==> src/rtl/hilo_pkg.sv <==
// rtl/hilo_pkg.sv - shared state encoding and latency defaults for the HI/LO sequencer
package hilo_pkg;

  typedef enum logic [1:0] {
    IDLE     = 2'd0,
    DIV_RUN  = 2'd1,
    MULT_RUN = 2'd2,
    EXC      = 2'd3
  } state_t;

  localparam int DEF_DIV_LATENCY  = 33;
  localparam int DEF_MULT_LATENCY = 33;
  localparam int DEF_CNT_W        = 6;

endpackage

==> src/rtl/hilo_unit_op_latency_counter.sv <==
// rtl/hilo_unit_op_latency_counter.sv - loadable down-counter with zero flag, saturating at 0
module op_latency_counter #(
  parameter int CNT_W = 6
) (
  input  logic             clk,
  input  logic             reset,
  input  logic             load,
  input  logic [CNT_W-1:0] load_val,
  input  logic             dec,
  output logic [CNT_W-1:0] cnt,
  output logic             zero
);

  always_ff @(posedge clk) begin
    if (reset) begin
      cnt <= '0;
    end else if (load) begin
      cnt <= load_val;
    end else if (dec && (cnt != '0)) begin
      cnt <= cnt - 1'b1;
    end
  end

  assign zero = (cnt == '0);

endmodule

==> src/rtl/hilo_unit.sv <==
// rtl/hilo_unit.sv - sequences divider/multiplier ops and owns architectural HI/LO
// HILO_FWD_EN: forward the captured unit result onto hi_out/lo_out during the capture cycle.
module hilo_unit
  import hilo_pkg::*;
#(
  parameter int DIV_LATENCY  = DEF_DIV_LATENCY,
  parameter int MULT_LATENCY = DEF_MULT_LATENCY,
  parameter int CNT_W        = DEF_CNT_W
) (
  input  logic        clk,
  input  logic        reset,
  input  logic        div_req,
  input  logic        mult_req,
  input  logic        mthi_we,
  input  logic        mtlo_we,
  input  logic [31:0] wr_data,
  output logic        div_start,
  input  logic        div_divzero,
  input  logic [31:0] div_hi,
  input  logic [31:0] div_lo,
  output logic        mult_start,
  input  logic [31:0] mult_hi,
  input  logic [31:0] mult_lo,
  output logic [31:0] hi_out,
  output logic [31:0] lo_out,
  output logic        busy,
  output logic        done,
  output logic        div_zero_exc
);

  localparam logic [CNT_W-1:0] DIV_LOAD  = CNT_W'(DIV_LATENCY);
  localparam logic [CNT_W-1:0] MULT_LOAD = CNT_W'(MULT_LATENCY);

  state_t           state;
  state_t           next_state;
  logic [31:0]      hi_reg;
  logic [31:0]      lo_reg;
  logic [CNT_W-1:0] cnt;
  logic             cnt_zero;
  logic             cnt_load;
  logic [CNT_W-1:0] cnt_load_val;
  logic             cnt_dec;
  logic             capture_div;
  logic             capture_mult;
  logic             enter_exc;

  op_latency_counter #(
    .CNT_W (CNT_W)
  ) u_cnt (
    .clk      (clk),
    .reset    (reset),
    .load     (cnt_load),
    .load_val (cnt_load_val),
    .dec      (cnt_dec),
    .cnt      (cnt),
    .zero     (cnt_zero)
  );

  always_ff @(posedge clk) begin
    if (reset) begin
      state <= IDLE;
    end else begin
      state <= next_state;
    end
  end

  always_comb begin
    next_state   = state;
    div_start    = 1'b0;
    mult_start   = 1'b0;
    cnt_load     = 1'b0;
    cnt_load_val = '0;
    cnt_dec      = 1'b0;
    capture_div  = 1'b0;
    capture_mult = 1'b0;
    enter_exc    = 1'b0;
    case (state)
      IDLE: begin
        // Divide wins a tie; a held mult_req is picked up on a later IDLE cycle.
        div_start  = div_req;
        mult_start = mult_req & ~div_req;
        if (div_req) begin
          next_state   = DIV_RUN;
          cnt_load     = 1'b1;
          cnt_load_val = DIV_LOAD;
        end else if (mult_req) begin
          next_state   = MULT_RUN;
          cnt_load     = 1'b1;
          cnt_load_val = MULT_LOAD;
        end
      end
      DIV_RUN: begin
        if ((cnt == DIV_LOAD) && div_divzero) begin
          next_state = EXC;
          enter_exc  = 1'b1;
        end else if (cnt_zero) begin
          capture_div = 1'b1;
          next_state  = IDLE;
        end else begin
          cnt_dec = 1'b1;
        end
      end
      MULT_RUN: begin
        if (cnt_zero) begin
          capture_mult = 1'b1;
          next_state   = IDLE;
        end else begin
          cnt_dec = 1'b1;
        end
      end
      EXC: begin
        next_state = IDLE;
      end
      default: begin
        next_state = IDLE;
      end
    endcase
  end

  // Unit results take precedence; mthi/mtlo only land while idle.
  always_ff @(posedge clk) begin
    if (reset) begin
      hi_reg <= '0;
      lo_reg <= '0;
    end else if (capture_div) begin
      hi_reg <= div_hi;
      lo_reg <= div_lo;
    end else if (capture_mult) begin
      hi_reg <= mult_hi;
      lo_reg <= mult_lo;
    end else if (state == IDLE) begin
      if (mthi_we) begin
        hi_reg <= wr_data;
      end
      if (mtlo_we) begin
        lo_reg <= wr_data;
      end
    end
  end

  always_ff @(posedge clk) begin
    if (reset) begin
      done         <= 1'b0;
      div_zero_exc <= 1'b0;
    end else begin
      done         <= capture_div | capture_mult;
      div_zero_exc <= enter_exc;
    end
  end

  assign busy = (state == DIV_RUN) || (state == MULT_RUN);

`ifdef HILO_FWD_EN
  always_comb begin
    hi_out = hi_reg;
    lo_out = lo_reg;
    if (capture_div) begin
      hi_out = div_hi;
      lo_out = div_lo;
    end else if (capture_mult) begin
      hi_out = mult_hi;
      lo_out = mult_lo;
    end
  end
`else
  assign hi_out = hi_reg;
  assign lo_out = lo_reg;
`endif

endmodule

==> config.mk <==
export PLATFORM = sky130hd
export DESIGN_NAME = hilo_unit
export DESIGN_NICKNAME = d
export VERILOG_FILES = /design/src/rtl/hilo_pkg.sv /design/src/rtl/hilo_unit_op_latency_counter.sv /design/src/rtl/hilo_unit.sv
export SDC_FILE = /design/constraint.sdc
export NUM_CORES = 1
export LEC_CHECK = 0
export BUFFER_PORTS_ARGS = -buffer_cell sky130_fd_sc_hd__buf_2
export CAP_MARGIN = 20
export CORE_MARGIN = 10
export CORE_UTILIZATION = 50
export CTS_CLUSTER_SIZE = 28
export DETAILED_ROUTE_END_ITERATION = 10
export PLACE_DENSITY_LB_ADDON = 0.12
export SLEW_MARGIN = 20
export SYNTH_ARGS = -nofsm -noshare
export SYNTH_HDL_FRONTEND = slang
export SYNTH_SLANG_ARGS = --single-unit
==> constraint.sdc <==
create_clock -name clk -period 6.1 [get_ports clk]
set_input_delay 0 -clock clk [delete_from_list [all_inputs] [get_ports clk]]
set_output_delay 0 -clock clk [all_outputs]
set_load 0.02 [all_outputs]
==> flow_summary.json, run 1 <==
{
  "status": "complete, no violations",
  "hpwlAfterDp_mm": 12.5,
  "combPwrFrac_pct": 54.1,
  "synth_fp_nets": 665,
  "num_rows": 35,
  "final.setup.worst_slack_ns": 3.07,
  "die-area_um2": 13700,
  "vias": 5168,
  "ys_ff_latch": 74,
  "ys_seq_area_share_pct": 31.5,
  "grt_max_degree": 70,
  "core_um2": 9200,
  "drc_errors": 0,
  "clkPwrFrac_pct": 17.4,
  "num-nets-final": 856,
  "cts_tree": "built",
  "cts_buffers": 9,
  "power.switching_mw": 1.12,
  "diodes": 0,
  "required_ns": 6.37,
  "hold_viol": 0,
  "grt_overflow": 0,
  "drt_first_iter_violations": 414,
  "final_max_slew_viol_count": 0,
  "vias_per_cell": 6.47,
  "syn2layout_area_growth_pct": 28.2,
  "powerDensity_nw_per_um2": 413,
  "netlist_area_um2": 4700,
  "p_sw_share_pct": 45.1,
  "ctsResizeCount": 0,
  "wl_mm": 17.8,
  "final.setup_skew_ns": 0.0122,
  "mostFrequentLayoutCell": "buf_2",
  "antenna_found_initial": 0,
  "p_leak_nw": 2.42,
  "final.setup.tns_ns": 0,
  "start_util_pct": 51.1,
  "layout_common_cells": "235 x buf_2, 74 x dfxtp_1, 65 x o21ai_0",
  "place.gp.congestion": 0.840,
  "min_period_ns": 3.03,
  "grt_pass1_wl_mm": 27.3,
  "fmax_mhz": 330,
  "cp-end-kind": "register",
  "rsz0062_at_grt": "no",
  "finalPower_mw": 2.48,
  "synth_cell_types": 36,
  "path_clk_slew_ns": 0.09,
  "drive_above_1_share_pct": 44.3,
  "power_frac_seq_pct": 28.5,
  "worstMarginPinSlew_ns": 1.08,
  "critical_path_class": "reg2reg",
  "p_int_mw": 1.36,
  "die_h_um": 117,
  "cp.arrival_ns": 3.30,
  "h-tree-depth": 3,
  "dr.pass1.iters": 5,
  "grtUsageTotal_pct": 24.8,
  "first_global_vias": 5359,
  "cts_post_setup_buffers_inserted": 0,
  "cts_sinks": 74,
  "ios": 236,
  "clk-insertion-delay-late_ns": 0.34,
  "max_slew_margin_pct": 27.8,
  "ant_nets": 0,
  "place.port_buffers": 235,
  "synthCells": 492,
  "synth.avg_cell_area_um2": 9.54,
  "cap_violations": 0,
  "die_w_um": 117,
  "avgRoutedWirePerCell_um": 22.3,
  "ir_worst_vdd_v": 0.000209,
  "final.fill_count": 802,
  "path_max_fanout": 66,
  "dp_slack_ns": 3.13,
  "cts_root_buf": "clkbuf_8",
  "hp-class": "in2reg",
  "startpoint_type": "register",
  "yosys_warnings": 0,
  "period_share_pct": 49.6,
  "setup-violations-final": 0,
  "cts_buffer_depth": 2
}
## metrics by stage
stage	cells	util, %	hold WS (ns)	area (um2)
global placement	782	63.0	0.335	5790
detailed placement	782	63.0	0.334	5790
finish	799	65.5	0.0131	6020
global route	799	65.5	0.0178	6020
floorplan	492	-	0.183	4700
CTS	799	65.5	0.000772	6020
## cell families (layout without fill, tap and decap cells)
kind of cell	Yosys count	in the layout	synth area share [%]
flops	74	74	31.5
buf+inv	68	264	7.19
compound gates	216	216	35.6
simple gates	128	128	24.0
fa+ha+maj	6	6	1.60
## path summary, 6_finish.rpt
| check | startpoint | endpoint | slack (ns) | cells past startpoint |
|---|---|---|---|---|
| hold / removal | div_lo[8] | lo_out[8] | 0.01 | 3 |
| hold reg to reg | lo_out[8] | lo_out[8] | 0.47 | 1 |
| setup / recovery | u_cnt.cnt[0] | hi_out[13] | 3.07 | 7 |
| setup reg to reg | u_cnt.cnt[0] | hi_out[13] | 3.07 | 7 |
## worst max-delay path, stage by stage, from the launching register on
cell and delay, ns:
dfxtp_1 0.35, inv_1 0.11, ha_1 0.21, nand2b_4 0.52, nor2_4 0.78, buf_4 0.56, o22a_1 0.23, a32o_1 0.17
## routing by layer
layer  global-route usage, %  share of wire (%)  up-vias
met5                       0                  0        -
met4                    8.48                1.9        0
met3                    8.10                 11       28
met2                    41.4                 48      267
met1                    29.3                 39     2474
li1                        -                  -     2399
## power by group through the flow
stage                     Clock, mW  Sequential, mW  Combinational [mW]
after detailed placement          0           0.716                1.33
after CTS                     0.438           0.706                1.34
after global routing          0.457           0.721                1.45
final                         0.432           0.708                1.34
after floorplan                   0           0.866               0.804
after global placement            0           0.709                1.31
## registers in the layout, summed over array words and instances, names as in the netlist
register / cells
div_zero_exc: 1
done: 1
hi_out: 32
lo_out: 32
state: 2
u_cnt.cnt: 6
## area by class of cell
class	instances	area (um2)	share of cell area, %
repair buffers	242	1230	20.5
well taps	111	139	2.31
inverters	6	22.5	0.374
clock buffers	11	141	2.35
multi-input cells	350	2930	48.6
clock inverters	5	77.6	1.29
flip-flops and latches	74	1480	24.6
## Yosys cell counts (all sizes together)
| master | count | area [um2] |
|---|---|---|
| nor4 | 1 | 6.26 |
| o211a | 1 | 10.0 |
| inv | 6 | 22.5 |
| nor2 | 33 | 126 |
| o21ai | 71 | 359 |
| nand4 | 1 | 6.26 |
| a311oi | 2 | 17.5 |
| a31oi | 2 | 12.5 |
| a32o | 64 | 641 |
| or2 | 1 | 6.26 |
| nor3 | 4 | 20.0 |
| nand2 | 4 | 15.0 |
| clkbuf | 25 | 93.8 |
| and2 | 1 | 6.26 |
| buf | 37 | 221 |
| nor2b | 1 | 6.26 |
| nand3 | 3 | 20.0 |
| o31ai | 4 | 30.0 |
| and3b | 2 | 17.5 |
| or4 | 5 | 37.5 |
| nor4b | 64 | 811 |
| o22a | 64 | 561 |
| and3 | 1 | 6.26 |
| or3 | 5 | 31.3 |
| dfxtp | 74 | 1480 |
| a211oi | 1 | 7.51 |
| ha | 6 | 75.1 |
| nand2b | 2 | 12.5 |
| a21oi | 7 | 35.0 |
## timing repair
action                                  4_1_cts  5_1_grt
endpoints found under the hold margin         1        0
endpoints found under the setup margin        0        0
hold buffers                                  1        0
(Power assumes the default switching activity.)
==> inputs of run 2 (changes only) <==
Settings changed: CORE_UTILIZATION 50 to 47.
Clock period 6.1 ns to 2.9 ns, I/O delays scaled along.
==> run 2 against run 1 <==
Compared with the run above: sequential cell count stayed put; via count increased by 2.9%; count of clock-buffer cells in the layout down 1; combinational power increased by 120%; clock skew shrank 0.0040 ns; die area up 5.3%; worst hold slack better by 0.0048 ns; utilization shrank 0.97 points; first-iteration DRC count is 48% higher; worst setup slack worse by 2.7 ns; power increased by 120%; register-to-register slack lost 2.7 ns; largest power group unchanged.
==> flow_summary.json, run 2 (synthesized netlist as in run 1, its figures left out) <==
{
  "powerDensity_nw_per_um2": 850,
  "min_period_ns": 2.51,
  "hp-class": "in2reg",
  "drt_first_iter_violations": 611,
  "path_cells": "inv_1 -> ha_1 -> nor2b_1 -> nand3_1 -> a21oi_4 -> a32o_1",
  "start_util_pct": 48.0,
  "ir_worst_vdd_v": 0.000388,
  "first_global_vias": 5631,
  "final.setup_skew_ns": 0.00819,
  "layout_common_cells": "235 x buf_2, 74 x dfxtp_1, 66 x o21ai_0",
  "path_clk_slew_ns": 0.08,
  "slowest_delay_ns": 0.93,
  "grt_overflow": 0,
  "critical_path_class": "reg2reg",
  "grt_max_degree": 60,
  "dp_slack_ns": 0.450,
  "diodes": 0,
  "final.fill_count": 859,
  "syn2layout_area_growth_pct": 34.2,
  "cts_root_buf": "clkbuf_8",
  "num_rows": 36,
  "period_share_pct": 86.7,
  "h-tree-depth": 3,
  "wl_mm": 18.6,
  "critPathSlowestCell": "a21oi_4",
  "path_max_fanout": 32,
  "place.port_buffers": 235,
  "clk-insertion-delay-late_ns": 0.34,
  "avgRoutedWirePerCell_um": 22.0,
  "drc_errors": 0,
  "multi_input_area_um2": 2930,
  "required_ns": 3.19,
  "mostFrequentLayoutCell": "buf_2",
  "ctsResizeCount": 0,
  "highest_layer": "met4",
  "antenna_found_initial": 0,
  "cts_buffer_depth": 2,
  "p_leak_nw": 2.55,
  "dr.pass1.iters": 5,
  "cts_sinks": 74,
  "wl_met2_mm": 8.95,
  "worst_r2r_path_depth": 6,
  "die_h_um": 120,
  "place.gp.congestion": 0.834,
  "vias": 5320,
  "fmax_mhz": 398,
  "final.setup.worst_slack_ns": 0.385,
  "wl_met1_mm": 7.72,
  "cap_violations": 0,
  "drive_above_1_share_pct": 44.1,
  "worstMarginPinSlew_ns": 1.09,
  "die-area_um2": 14400,
  "setup-violations-final": 0,
  "core_um2": 9770,
  "die_w_um": 120,
  "vias_per_cell": 6.30,
  "max_slew_margin_pct": 27.2,
  "final_max_slew_viol_count": 0,
  "hold_viol": 0,
  "grt_pass1_wl_mm": 29.2,
  "ant_nets": 0,
  "ios": 236,
  "cts_buffers": 9,
  "cp.arrival_ns": 2.80,
  "num-nets-final": 880,
  "rsz0062_at_grt": "no",
  "seqCellArea_um2": 1480,
  "startpoint_type": "register",
  "status": "complete, no violations",
  "final.setup.tns_ns": 0,
  "cp-end-kind": "register",
  "dr_wl_met3_mm": 1.65,
  "grtUsageTotal_pct": 24.5,
  "worstHoldPathCells": 3,
  "hpwlAfterDp_mm": 13.0,
  "cts_tree": "built"
}
run 2: changes by cell type in the layout (fill, tap and decap cells not counted), sizes merged:
cell	previous run	this run
clkinvlp	1	0
clkbuf	11	10
clkinv	2	4
dlygate4sd3	1	17
buf	241	249
run 2: cell type report:
type	instances	area share, %
tap	133	2.64
clock inverter	6	1.27
sequential	74	23.5
timing repair buffer	266	23.6
multi-input combinational	350	46.4
clock buffer	10	2.18
inverter	6	0.357
run 2: per-stage QoR:
stage / power, mW / utilization (%) / hold slack (ns) / std cells / area (um2)
after floorplan: 3.51 / - / 0.183 / 492 / 4700
after global placement: 4.37 / 60.5 / 0.335 / 812 / 5920
after detailed placement: 4.43 / 60.5 / 0.330 / 812 / 5920
after CTS: 5.36 / 64.5 / 0.0000392 / 845 / 6300
after global routing: 5.68 / 64.5 / 0.0125 / 845 / 6300
final: 5.36 / 64.5 / 0.0179 / 845 / 6300
run 2: final timing paths:
check                             startpoint    endpoint  slack (ns)
worst max-delay path            u_cnt.cnt[0]   lo_out[4]        0.39
worst min-delay path               div_hi[3]   hi_out[3]        0.02
worst max register to register  u_cnt.cnt[0]   lo_out[4]        0.39
worst min register to register    hi_out[21]  hi_out[21]        0.47
run 2: what timing repair did:
| action | in CTS | in global routing |
|---|---|---|
| setup buffers | 0 | 0 |
| setup endpoints to repair | 0 | 0 |
| hold buffers | 17 | 0 |
| hold endpoints to repair | 18 | 0 |
run 2: layer usage:
| metal | track usage [%] | vias up |
|---|---|---|
| li1 | - | 2442 |
| met1 | 29.5 | 2604 |
| met2 | 41.1 | 253 |
| met3 | 7.31 | 21 |
| met4 | 7.84 | 0 |
| met5 | 0 | - |
run 2: power breakdown:
group | internal (mW) | switching [mW]
combinational | 1.14 | 1.84
sequential | 1.32 | 0.165
clock | 0.503 | 0.401
total | 2.96 | 2.41
run 2: critical path: cells and delay by family (launching register included):
family / cells / cell delay (ns)
buffers and inverters: 1 / 0.11
and+or+nand+nor: 2 / 0.52
AOI/OAI and AO/OA: 2 / 1.23
DFF: 1 / 0.35
adders and majority gates: 1 / 0.23
==> inputs of run 3 (changes only) <==
Settings changed: ABC_AREA set to 1, SLEW_MARGIN 20 to not set.
==> run 3 against run 2 <==
Compared with the run above: utilization increased by 0.62 points; power down 39%; worst setup slack got worse by 0.21 ns; register-to-register slack lost 0.21 ns; final cell count up 35%; clock skew up 0.0022 ns; critical path type unchanged; largest cell class unchanged; largest power group is now sequential cells.
==> flow_summary.json, run 3 <==
{
  "synth_cell_types": 24,
  "grt_pass1_wl_mm": 28.6,
  "timing.hold.ws_ns": 0.0109,
  "cp-startpoint": "u_cnt.cnt[0]",
  "ctsResizeCount": 0,
  "placed_area_um2": 5900,
  "status": "complete, no violations",
  "vias_per_cell": 4.93,
  "final_core_util_pct": 65.1,
  "synth.top_cell.area_share_pct": 30.9,
  "min_period_ns": 2.72,
  "path_max_fanout": 35,
  "setup-violations-final": 0,
  "drt_first_iter_violations": 430,
  "rrSetupSlack_ns": 0.18,
  "instances_no_fill": 1142,
  "combPwrFrac_pct": 35.8,
  "ir_worst_vdd_v": 0.000295,
  "worst_r2r_path_depth": 10,
  "syn2layout_area_growth_pct": 33.9,
  "num_rows": 36,
  "mostFrequentLayoutCell": "nand2_1",
  "antenna_found_initial": 2,
  "avgRoutedWirePerCell_um": 16.4,
  "seqCellArea_um2": 1480,
  "die_h_um": 121,
  "die-area_um2": 14600,
  "power_frac_seq_pct": 37.3,
  "critical_path_class": "reg2reg",
  "cts_buffers": 9,
  "die_w_um": 121,
  "ys_seq_area_share_pct": 30.9,
  "place.port_buffers": 235,
  "core_um2": 9860,
  "final.setup.worst_slack_ns": 0.178,
  "num-nets-final": 1175,
  "drive_above_1_share_pct": 28.6,
  "grt_overflow": 0,
  "final.fill_count": 1006,
  "cts_post_setup_buffers_inserted": 0,
  "finalPower_mw": 3.25,
  "synthCells": 763,
  "clk-insertion-delay-late_ns": 0.35,
  "synth_fp_nets": 936,
  "p_int_mw": 2.07,
  "synth_area_leaders": "dfxtp_1 31%, nand2_1 20%, nand3_1 15%",
  "max_slew_margin_pct": 54.6,
  "layout_common_cells": "250 x nand2_1, 235 x buf_2, 140 x nand3_1",
  "fmax_mhz": 367,
  "ctsHoldBuffers": 31,
  "cts_buffer_depth": 2,
  "dp_slack_ns": 0.690,
  "hold_viol": 0,
  "period_share_pct": 93.9,
  "netlist_area_um2": 4800,
  "rr_startpoint": "u_cnt.cnt[0]",
  "min_from": "mult_hi[18]",
  "grtUsageTotal_pct": 24.2,
  "p_sw_share_pct": 36.4,
  "synth.avg_cell_area_um2": 6.29,
  "wl_mm": 18.7,
  "cts_sinks": 74,
  "cp.arrival_ns": 2.94,
  "startpoint_type": "register",
  "cp-end-kind": "register",
  "synth_commonest_cells": "250 x nand2_1, 140 x nand3_1, 83 x inv_1, 74 x dfxtp_1, 60 x a21oi_1",
  "dp_cells": 1093,
  "powerDensity_nw_per_um2": 506,
  "synth_area_leader_cell": "dfxtp_1",
  "multi_input_area_um2": 2660,
  "worstHoldPathCells": 5,
  "design_area_um2": 6420,
  "place.gp.congestion": 0.918,
  "yosysMostFrequentCell": "nand2_1",
  "cap_violations": 0,
  "power.switching_mw": 1.18,
  "synth_edf_count": 0,
  "synthFlopType": "dfxtp_1",
  "grt_max_degree": 67,
  "final.setup.tns_ns": 0,
  "final.setup_skew_ns": 0.0104,
  "r2r_end": "lo_out[19]",
  "dr.pass1.iters": 5,
  "ios": 236,
  "ant_nets": 0,
  "final_max_slew_viol_count": 0,
  "hpwlAfterDp_mm": 14.0,
  "p_leak_nw": 3.51,
  "rsz0062_at_grt": "no",
  "cts_root_buf": "clkbuf_8",
  "worstMarginPinSlew_ns": 0.682,
  "yosys_warnings": 0,
  "async_reset_ff_share_pct": 0,
  "drc_errors": 0,
  "path_clk_slew_ns": 0.08,
  "ys_ff_latch": 74,
  "h-tree-depth": 3,
  "first_global_vias": 5546,
  "start_util_pct": 48.6,
  "cts_tree": "built",
  "hold_end": "hi_out[18]",
  "hp-class": "in2reg",
  "clkPwrFrac_pct": 26.9,
  "required_ns": 3.11,
  "vias": 5630
}
## run 3: cell count changes in the layout (fill, tap and decap cells not counted), moves of 62 or more
cell	delta
nand2_1	+246
inv_1	+76
o22a_1	-64
a32o_1	-64
nand3_1	+138
o21ai_0	-62
## run 3: cell families (layout without fill, tap and decap cells)
group                      count (synthesis)  after routing  synth area share [%]
buffers and inverters                    135            379                  13.8
and+or+nand+nor                          473            473                  45.1
AOI/OAI and AO/OA                         75             75                  8.63
other                                      0              2                     0
adders and majority gates                  6              6                  1.56
DFF                                       74             74                  30.9
## run 3: worst max-delay path by stage
stage,endpoint,slack (ns),depth (start not counted)
after floorplan,lo_out[10],1.35,10
after global placement,hi_out[13],0.74,9
after detailed placement,hi_out[0],0.69,9
after CTS,lo_out[19],0.23,10
after global routing,lo_out[19],0.0006,10
final,lo_out[19],0.18,10
## run 3: power groups by stage
stage	sequential [mW]	combinational [mW]	clock, mW
global route	1.23	1.29	0.933
detailed placement	1.24	1.12	0
CTS	1.21	1.17	0.892
global placement	1.23	1.12	0
floorplan	1.38	0.599	0
finish	1.21	1.16	0.876
## run 3: worst max-delay path: stages, from the launching register on
cell and delay (ns):
dfxtp_1 0.34, inv_1 0.11, ha_1 0.24, nand3_4 0.14, nor2_4 0.15, clkinv_2 0.27
buf_4 0.34, or2_2 0.30, nand2_1 0.07, dlygate4sd3_1 0.56, a21oi_1 0.06
## run 3: cell type report
class                   instances  share of cell area, %
clock buffers                  11                   2.05
inverters                      84                   4.93
well taps                     133                   2.59
multi-input cells             554                   41.4
flip-flops and latches         74                   23.1
repair buffers                279                   24.7
diodes                          2                 0.0779
clock inverters                 5                   1.23
## run 3: routing by layer
metal	up-vias	global-route usage (%)	part of all wire [%]
li1	2881	-	-
met1	2451	26.7	40
met2	253	40.5	48
met3	45	7.96	9.2
met4	0	12.8	3.7
met5	-	0	0
